[config.mk]
export PLATFORM = sky130hd
export DESIGN_NAME = vsm_out_serializer_flat
export DESIGN_NICKNAME = d
export VERILOG_FILES = /design/src/rtl/vsm_pkg.sv /design/src/rtl/vsm_out_serializer_if.sv /design/src/rtl/vsm_tx_fifo.sv /design/src/rtl/vsm_out_serializer.sv /design/src/flat_wrapper.sv
export SDC_FILE = /design/constraint.sdc
export NUM_CORES = 1
export LEC_CHECK = 0
export CAP_MARGIN = 5
export CORE_MARGIN = 1
export CORE_UTILIZATION = 25
export DETAILED_ROUTE_END_ITERATION = 6
export SYNTH_ARGS = -nofsm -noshare
export SYNTH_HDL_FRONTEND = slang
export SYNTH_SLANG_ARGS = --single-unit
[constraint.sdc]
create_clock -name MainClock -period 2.7 [get_ports MainClock]
set_input_delay 0.54 -clock MainClock [delete_from_list [all_inputs] [get_ports MainClock]]
set_output_delay 0.54 -clock MainClock [all_outputs]
set_load 0.005 [all_outputs]
[src/rtl/vsm_pkg.sv]
// vsm_pkg: shared types and default widths for the VSM output serializer.
// Optional build macro used by the serializer: VSM_TX_PARITY_EN.
package vsm_pkg;

   localparam int VSM_DATA_W   = 4;
   localparam int VSM_TX_DEPTH = 4;

   typedef enum logic [2:0] {
      IDLE,
      START,
      DATA,
      PARITY,
      STOP
   } tx_state_t;

endpackage

[src/rtl/vsm_out_serializer_if.sv]
// vsm_out_serializer_if: output-register word feed plus serial line status.
// master = producer/observer side, slave = serializer side.
interface vsm_out_serializer_if
   import vsm_pkg::*;
#(
   parameter int DATA_W = VSM_DATA_W,
   parameter int DEPTH  = VSM_TX_DEPTH
);

   logic [DATA_W-1:0]       OutData;
   logic                    OutLoad;
   logic                    TxLine;
   logic                    TxBusy;
   logic [$clog2(DEPTH):0]  FifoCount;
   logic                    Overflow;

   modport master (
      output OutData,
      output OutLoad,
      input  TxLine,
      input  TxBusy,
      input  FifoCount,
      input  Overflow
   );

   modport slave (
      input  OutData,
      input  OutLoad,
      output TxLine,
      output TxBusy,
      output FifoCount,
      output Overflow
   );

endinterface

[src/rtl/vsm_tx_fifo.sv]
// vsm_tx_fifo: synchronous FIFO of DEPTH x DATA_W registers.
// A push on a full FIFO succeeds only when a pop happens at the same edge.
module vsm_tx_fifo
   import vsm_pkg::*;
#(
   parameter int DATA_W = VSM_DATA_W,
   parameter int DEPTH  = VSM_TX_DEPTH
) (
   input  logic                   clk,
   input  logic                   rst,
   input  logic                   push,
   input  logic                   pop,
   input  logic [DATA_W-1:0]      din,
   output logic [DATA_W-1:0]      dout,
   output logic                   full,
   output logic                   empty,
   output logic [$clog2(DEPTH):0] count
);

   localparam int AW = $clog2(DEPTH);
   localparam int CW = AW + 1;
   localparam logic [CW-1:0] FULL_CNT = CW'(DEPTH);

   logic [DATA_W-1:0] mem [DEPTH];
   logic [AW-1:0]     wr_ptr;
   logic [AW-1:0]     rd_ptr;
   logic              do_push;
   logic              do_pop;

   assign full    = (count == FULL_CNT);
   assign empty   = (count == '0);
   assign do_pop  = pop && !empty;
   assign do_push = push && (!full || do_pop);
   assign dout    = mem[rd_ptr];

   // Pointers wrap mod DEPTH; count tracks occupancy and never exceeds DEPTH.
   always_ff @(posedge clk) begin
      if (rst) begin
         wr_ptr <= '0;
         rd_ptr <= '0;
         count  <= '0;
      end else begin
         if (do_push) wr_ptr <= wr_ptr + 1'b1;
         if (do_pop)  rd_ptr <= rd_ptr + 1'b1;
         if (do_push && !do_pop)
            count <= count + 1'b1;
         else if (do_pop && !do_push)
            count <= count - 1'b1;
      end
   end

   // Storage array; contents are don't-care until written.
   always_ff @(posedge clk) begin
      if (do_push) mem[wr_ptr] <= din;
   end

endmodule

[src/rtl/vsm_out_serializer.sv]
// vsm_out_serializer: queues output-register words and sends them UART-style.
// Define VSM_TX_PARITY_EN to add an even-parity bit between data and stop.
module vsm_out_serializer
   import vsm_pkg::*;
#(
   parameter int DATA_W   = VSM_DATA_W,
   parameter int DEPTH    = VSM_TX_DEPTH,
   parameter int BAUD_DIV = 4
) (
   input  logic MainClock,
   input  logic MainReset,
   vsm_out_serializer_if.slave bus
);

   localparam int CW = (BAUD_DIV > 1) ? $clog2(BAUD_DIV) : 1;
   localparam int BW = (DATA_W > 1) ? $clog2(DATA_W) : 1;
   localparam logic [CW-1:0] BAUD_LAST = CW'(BAUD_DIV - 1);
   localparam logic [BW-1:0] BIT_LAST  = BW'(DATA_W - 1);

   tx_state_t         state;
   tx_state_t         state_n;
   logic [CW-1:0]     baud_cnt;
   logic [BW-1:0]     bit_idx;
   logic [DATA_W-1:0] shift_q;
   logic              ovf_q;
   logic              baud_tick;
   logic              pop;
   logic              full;
   logic              empty;
   logic [DATA_W-1:0] head;
   logic              tx_line;
`ifdef VSM_TX_PARITY_EN
   logic              par_q;
`endif

   vsm_tx_fifo #(
      .DATA_W (DATA_W),
      .DEPTH  (DEPTH)
   ) u_fifo (
      .clk   (MainClock),
      .rst   (MainReset),
      .push  (bus.OutLoad),
      .pop   (pop),
      .din   (bus.OutData),
      .dout  (head),
      .full  (full),
      .empty (empty),
      .count (bus.FifoCount)
   );

   assign baud_tick = (state != IDLE) && (baud_cnt == BAUD_LAST);

   // State register.
   always_ff @(posedge MainClock) begin
      if (MainReset) state <= IDLE;
      else           state <= state_n;
   end

   // Next state, FIFO pop request and line level.
   always_comb begin
      state_n = state;
      pop     = 1'b0;
      tx_line = 1'b1;
      unique case (state)
         IDLE: begin
            if (!empty) begin
               pop     = 1'b1;
               state_n = START;
            end
         end
         START: begin
            tx_line = 1'b0;
            if (baud_tick) state_n = DATA;
         end
         DATA: begin
            tx_line = shift_q[0];
            if (baud_tick && (bit_idx == BIT_LAST)) begin
`ifdef VSM_TX_PARITY_EN
               state_n = PARITY;
`else
               state_n = STOP;
`endif
            end
         end
         PARITY: begin
`ifdef VSM_TX_PARITY_EN
            tx_line = par_q;
            if (baud_tick) state_n = STOP;
`else
            state_n = IDLE;
`endif
         end
         STOP: begin
            if (baud_tick) begin
               if (!empty) begin
                  pop     = 1'b1;
                  state_n = START;
               end else begin
                  state_n = IDLE;
               end
            end
         end
         default: state_n = IDLE;
      endcase
   end

   // Baud counter, bit index and shift register.
   always_ff @(posedge MainClock) begin
      if (MainReset) begin
         baud_cnt <= '0;
         bit_idx  <= '0;
         shift_q  <= '0;
`ifdef VSM_TX_PARITY_EN
         par_q    <= 1'b0;
`endif
      end else begin
         if ((state == IDLE) || baud_tick) baud_cnt <= '0;
         else                              baud_cnt <= baud_cnt + 1'b1;
         if (pop) begin
            shift_q <= head;
            bit_idx <= '0;
`ifdef VSM_TX_PARITY_EN
            par_q   <= ^head;
`endif
         end else if ((state == DATA) && baud_tick) begin
            shift_q <= shift_q >> 1;
            bit_idx <= bit_idx + 1'b1;
         end
      end
   end

   // Sticky flag: a strobe arrived while full with no pop to make room.
   always_ff @(posedge MainClock) begin
      if (MainReset)                         ovf_q <= 1'b0;
      else if (bus.OutLoad && full && !pop)  ovf_q <= 1'b1;
   end

   assign bus.TxLine   = tx_line;
   assign bus.TxBusy   = (state != IDLE);
   assign bus.Overflow = ovf_q;

endmodule

[src/flat_wrapper.sv]
// flat-port wrapper written by rule: the top's interface ports become plain ports
module vsm_out_serializer_flat import vsm_pkg::*;
#(
   parameter int DATA_W   = VSM_DATA_W,
   parameter int DEPTH    = VSM_TX_DEPTH,
   parameter int BAUD_DIV = 4
)
  (MainClock, MainReset, bus_OutData, bus_OutLoad, bus_TxLine, bus_TxBusy, bus_FifoCount, bus_Overflow);
  vsm_out_serializer_if #(.DATA_W(DATA_W), .DEPTH(DEPTH)) bus_i ();
  input  logic MainClock;
  input  logic MainReset;
  input wire logic [$bits(bus_i.OutData)-1:0] bus_OutData;
  input wire logic [$bits(bus_i.OutLoad)-1:0] bus_OutLoad;
  output wire logic [$bits(bus_i.TxLine)-1:0] bus_TxLine;
  output wire logic [$bits(bus_i.TxBusy)-1:0] bus_TxBusy;
  output wire logic [$bits(bus_i.FifoCount)-1:0] bus_FifoCount;
  output wire logic [$bits(bus_i.Overflow)-1:0] bus_Overflow;
  assign bus_i.OutData = bus_OutData;
  assign bus_i.OutLoad = bus_OutLoad;
  assign bus_TxLine = bus_i.TxLine;
  assign bus_TxBusy = bus_i.TxBusy;
  assign bus_FifoCount = bus_i.FifoCount;
  assign bus_Overflow = bus_i.Overflow;
  vsm_out_serializer #(.DATA_W(DATA_W), .DEPTH(DEPTH), .BAUD_DIV(BAUD_DIV)) u_core (.MainClock(MainClock), .MainReset(MainReset), .bus(bus_i));
endmodule
Yosys cells after proc, flatten, opt, wreduce, memory -nomap -nowiden
Memory sizes are Yosys's and may differ from the RTL's. A register that Yosys moved wholly into a read port is not among the register bits. Cells that the tools add are included.

Add/sub/neg operators: 6. $mul: 0. Divide/modulo/power cells: 0. Magnitude comparators: 0. Equal/unequal tests: 10. Shift operators: 0. Mux-type cells: 18. Bitwise logic cells: 0. Reductions and logical operators: 24.

Operators by type and width (number): $mux W3 (6); $pmux W3 S4 (1); $logic_and A1 B1 Y1 (9); $add A2 B1 Y2 const B (4); $mux W4 (2); $eq A3 B3 Y1 const B (2); $logic_not A3 Y1 (2); $ne A2 B1 Y1 const B (3); $logic_not A1 Y1 (5); $mux W1 (5); $eq A2 B2 Y1 const B (2); $mux W2 (2); $pmux W1 S2 (2); $reduce_and A4 Y1 (1); $reduce_bool A2 Y1 (2); $reduce_or A2 Y1 (2); $add A3 B1 Y3 const B (1); $eq A3 B1 Y1 const B (1); $eq A3 B2 Y1 const B (1); $reduce_bool A3 Y1 (1); $sub A3 B1 Y3 const B (1); $logic_or A1 B1 Y1 (2); $ne A2 B2 Y1 const B (1).

Bits in registers: 19. Latch bits: 0. Memory bits (writable): 16. Bits in read-only memories: 0. Bits of input ports: 7. Output and inout port bits: 6. Word-level logic and storage cells: 67. Memories kept: 1.

Memory list: u_core.u_fifo.mem (depth 4, bits a word 4, read ports 1, clocked after Yosys merged registers in 1, write ports 1, RTL line vsm_tx_fifo.sv:24) `logic [DATA_W-1:0] mem [DEPTH];`.

Longest topological paths before layout
Depth after elaboration: 11. Gate-level depth with buffers: 10. Depth with buffers taken out: 10.

By module
Synthesis repeated with hierarchy kept, for this count alone.

Cells, all modules: 131. Area, all modules: 1667.8 µm².

Modules (own cells, without submodules): vsm_tx_fifo (instances 1, cells each 68, area an instance 1053.5 µm², seq. area each 660.6 µm²); vsm_out_serializer (instances 1, cells each 63, area an instance 614.3 µm², seq. area each 240.2 µm²).

Worst setup path before layout
Ideal clock, no wire load.

Path type: reg-to-reg. From: reg u_core.baud_cnt[0]. To: reg u_core.u_fifo.count[2]. Library setup time: 71 ps. Arrival: 2295 ps. Required time: 2629 ps. Setup slack: 334 ps. Cell stages (with the launch flop): 11. Buffers on the path: 0. Period minus slack after synthesis: 2366 ps. Path through: dfxtp_1 ha_1 or2b_1 nand2_1 a31oi_4 ha_1 inv_1 fa_1 xor2_1 or3_1 a21oi_1.

Cells in the longest elaborated chain, start to end: 10. Elaborated cells between the ends (all ways): 13. Those cells by class: eq/ne (1); mux (3); reduce/logical (9).

Ends and longest elaborated chain: start, declared (RTL line vsm_out_serializer.sv:22) `logic [CW-1:0] baud_cnt;`; start signal, assigned (RTL line vsm_out_serializer.sv:118) `else baud_cnt <= baud_cnt + 1'b1;`; $eq A2 B2 Y1 * (RTL line vsm_out_serializer.sv:51) `assign baud_tick = (state != IDLE) && (baud_cnt == BAUD_LAST);`; $logic_and A1 B1 Y1 * (RTL line vsm_out_serializer.sv:51); $mux W1 * (RTL line vsm_out_serializer.sv:94) `if (baud_tick) begin`; $pmux W1 S2 * (RTL line vsm_out_serializer.sv:64) `unique case (state)`; $logic_and A1 B1 Y1 * (RTL line vsm_tx_fifo.sv:32) `assign do_pop = pop && !empty;`; $logic_or A1 B1 Y1 (RTL line vsm_tx_fifo.sv:33) `assign do_push = push && (!full || do_pop);`; $logic_and A1 B1 Y1 (RTL line vsm_tx_fifo.sv:33); $logic_not A1 Y1 (RTL line vsm_tx_fifo.sv:47) `else if (do_pop && !do_push)`; $logic_and A1 B1 Y1 (RTL line vsm_tx_fifo.sv:47); $reduce_bool A2 Y1 (no source line); end signal, assigned (RTL line vsm_tx_fifo.sv:46) `count <= count + 1'b1;`; end signal, assigned (RTL line vsm_tx_fifo.sv:48) `count <= count - 1'b1;`; end, declared (RTL line vsm_tx_fifo.sv:17) `output logic [$clog2(DEPTH):0] count`.

Mark *: on every way between the ends. The rest lies on a longest branch, timed or not. A chain may end at the register's enable or synchronous reset.

Worst setup path in the final report
Ends and elaborated chain as after synthesis.

==> impl_metrics.tcl <==
set metrics [dict create \
    die_x_um 81.7 \
    finalNetCount 155 \
    synth_cell_types 37 \
    syn2layout_area_growth_pct 19.1 \
    antenna_found_initial 0 \
    wl_um 2450 \
    finalCriticalPeriod_ps 2370 \
    cts_inserted_buffers 5 \
    gp_congestion 0.677 \
    p_leak_nw 0.681 \
    ios 13 \
    power-per-cell-area_nw_per_um2 839 \
    drc 0 \
    start_util_pct 26.4 \
    synth_top_area_share_pct 30.2 \
    clock_path_buffers 2 \
    cpPeakStageDelay_ps 370 \
    grt_setup_unrepaired "false" \
    chipHeight_um 81.7 \
    crit_chain "ha_1, or2b_1, nand2_1, a31oi_4, ha_1, inv_1, fa_1, xor2_1, or3_1, a21oi_1" \
    cap_violations 0 \
    setup_viol_count_final 0 \
    io_buffers 12 \
    clkTransAtPathRegs_ps 70 \
    max_clock_freq_mhz 422 \
    grt_pass1_vias 893 \
    post-place-ws_ps 161 \
    ys.warnings.count 0 \
    synthTopCellsByArea "edfxtp_1 (30%), dfxtp_1 (26%), mux4_2 (5.7%)" \
    path_common_cell "ha_1" \
    synth_cells 122 \
    clockRootBuffer "clkbuf_8" \
    grt_pass1_wl_um 4220 \
    timing_worst_setup_path_type "flip-flop to flip-flop" \
    slowest_stage "fa_1" \
    gr-usage-all-layers_pct 8.62 \
    cts_sinks 37 \
    syn_avg_cell_area_um2 13.0 \
    dieArea_um2 6680 \
    grt-ovfl-total 0 \
    drv_slew 0 \
    yosysMostFrequentCell "dfxtp_1" \
    peakVddDrop_uv 298 \
    period_share_pct 87.7 \
    n_antenna_cell 0 \
    clk_latency_ps 280 \
    synth_edf_count 16 \
    post_drt_wl_per_cell_um 11.3 \
    worstHoldPathType "flip-flop to flip-flop" \
    synthesis.area_um2 1590 \
    async_flop_share_pct 0 \
    outcome "complete, no violations" \
    ant_nets 0 \
    path_buf_inv 1 \
    tightest_slew_ps 666 \
    worst_slack_ps 332 \
    core-area_um2 6030 \
    ys_seq_area_share_pct 56.7 \
    drtIter0Drc 18 \
    cts_hold_buf 0 \
    post_cts_resized 0 \
    synth_area_leader_cell "edfxtp_1" \
    cts_tree "built" \
    first_pass_iters 3 \
    postCtsSetupBuffers 0 \
    crit_path_start_kind "flip-flop" \
    num_vias 932 \
    synth_commonest_cells "dfxtp_1 (21), edfxtp_1 (16), nor2_1 (15)" \
    syn_nets 137 \
    synth-main-ff-cell "dfxtp_1" \
    end_kind "flip-flop" \
    required_ps 2910 \
    critPathMaxFanout 5 \
    worstPathArrival_ps 2570 \
    cts_max_level 2 \
    hold_violations 0 \
    grt_max_degree 20 \
    skew_ps 6.87 \
    rows 28 \
    ys_seq_elements 37 \
    final.setup.tns_ps 0 \
    drive_above_1_share_pct 13.5 \
    critPathTopFamily "adder cells" \
    vias_per_cell 4.31 \
    dp_hpwl_um 1760 \
    relSlewSlack_pct 55.5 \
]
## final timing paths
| path | from | to | slack [ps] | cells past startpoint |
|---|---|---|---|---|
| max | u_core.baud_cnt[0] | u_core.u_fifo.count[2] | 330 | 10 |
| min | u_core.baud_cnt[0] | u_core.baud_cnt[0] | 430 | 1 |
| max reg2reg | u_core.baud_cnt[0] | u_core.u_fifo.count[2] | 330 | 10 |
| min reg2reg | u_core.baud_cnt[0] | u_core.baud_cnt[0] | 430 | 1 |
## routing by layer
| metal | share of wire (%) | up-vias | global-route usage (%) |
|---|---|---|---|
| li1 | - | 473 | - |
| met4 | 2.0 | 0 | 4.21 |
| met5 | 0 | - | 0 |
| met3 | 3.9 | 6 | 3.33 |
| met1 | 47 | 442 | 10.9 |
| met2 | 47 | 11 | 12.8 |
## cells in the final DEF (no fill, tap or decap), types with 2 or more instances in the layout
cell type        count
clkbuf_8             6
ha_1                 7
a21oi_1              2
nand2_1              4
nor2_1              15
mux2i_1              6
edfxtp_1            16
dfxtp_1             21
buf_4                2
mux4_2               4
nor3_1               3
o2bb2ai_1            3
inv_1                5
or3_1                2
clkdlybuf4s50_1     12
nand2b_1             3
xor2_1               4
and2_1               4
## report_power, final
group,internal (mW),switching [mW]
Combinational,0.230,0.194
Sequential,0.681,0.0884
Clock,0.208,0.187
Total,1.12,0.469
## stage by stage
| stage | instances | util (%) | total power [mW] | instance area, um2 | hold slack [ps] |
|---|---|---|---|---|---|
| after floorplan | 122 | - | 1.09 | 1590 | 407 |
| after global placement | 208 | 29.9 | 1.20 | 1800 | 420 |
| after detailed placement | 208 | 29.9 | 1.21 | 1800 | 435 |
| after CTS | 216 | 31.4 | 1.62 | 1890 | 445 |
| after global routing | 216 | 31.4 | 1.71 | 1890 | 474 |
| final | 216 | 31.4 | 1.59 | 1890 | 434 |
## cells by family after synthesis
logic type,count (synthesis),synth area share [%]
muxes,11,10.2
DFF,37,56.7
buffers and inverters,8,2.36
and+or+nand+nor,41,14.4
AOI/OAI and AO/OA,12,6.85
xor gates and xnor gates,5,2.76
adders and majority gates,8,6.77
## area by class of cell
cell class                      count  area (um2)
Sequential cell                    37         901
Clock inverter                      1        6.26
Tap cell                           75        93.8
Clock buffer                        7        86.3
Timing Repair Buffer               14         135
Multi-Input combinational cell     77         651
Inverter                            5        18.8
Fill cell                         635        4130
## flip-flops by register name, summed over array words and instances (netlist names), 2 cells and up, named ones only
register / flops
u_core.u_fifo.rd_ptr: 2
u_core.shift_q: 4
u_core.bit_idx: 2
u_core.u_fifo.mem: 16
u_core.baud_cnt: 2
u_core.u_fifo.wr_ptr: 2
u_core.state: 3
u_core.u_fifo.count: 3
Power figures use the tool's default switching activity.
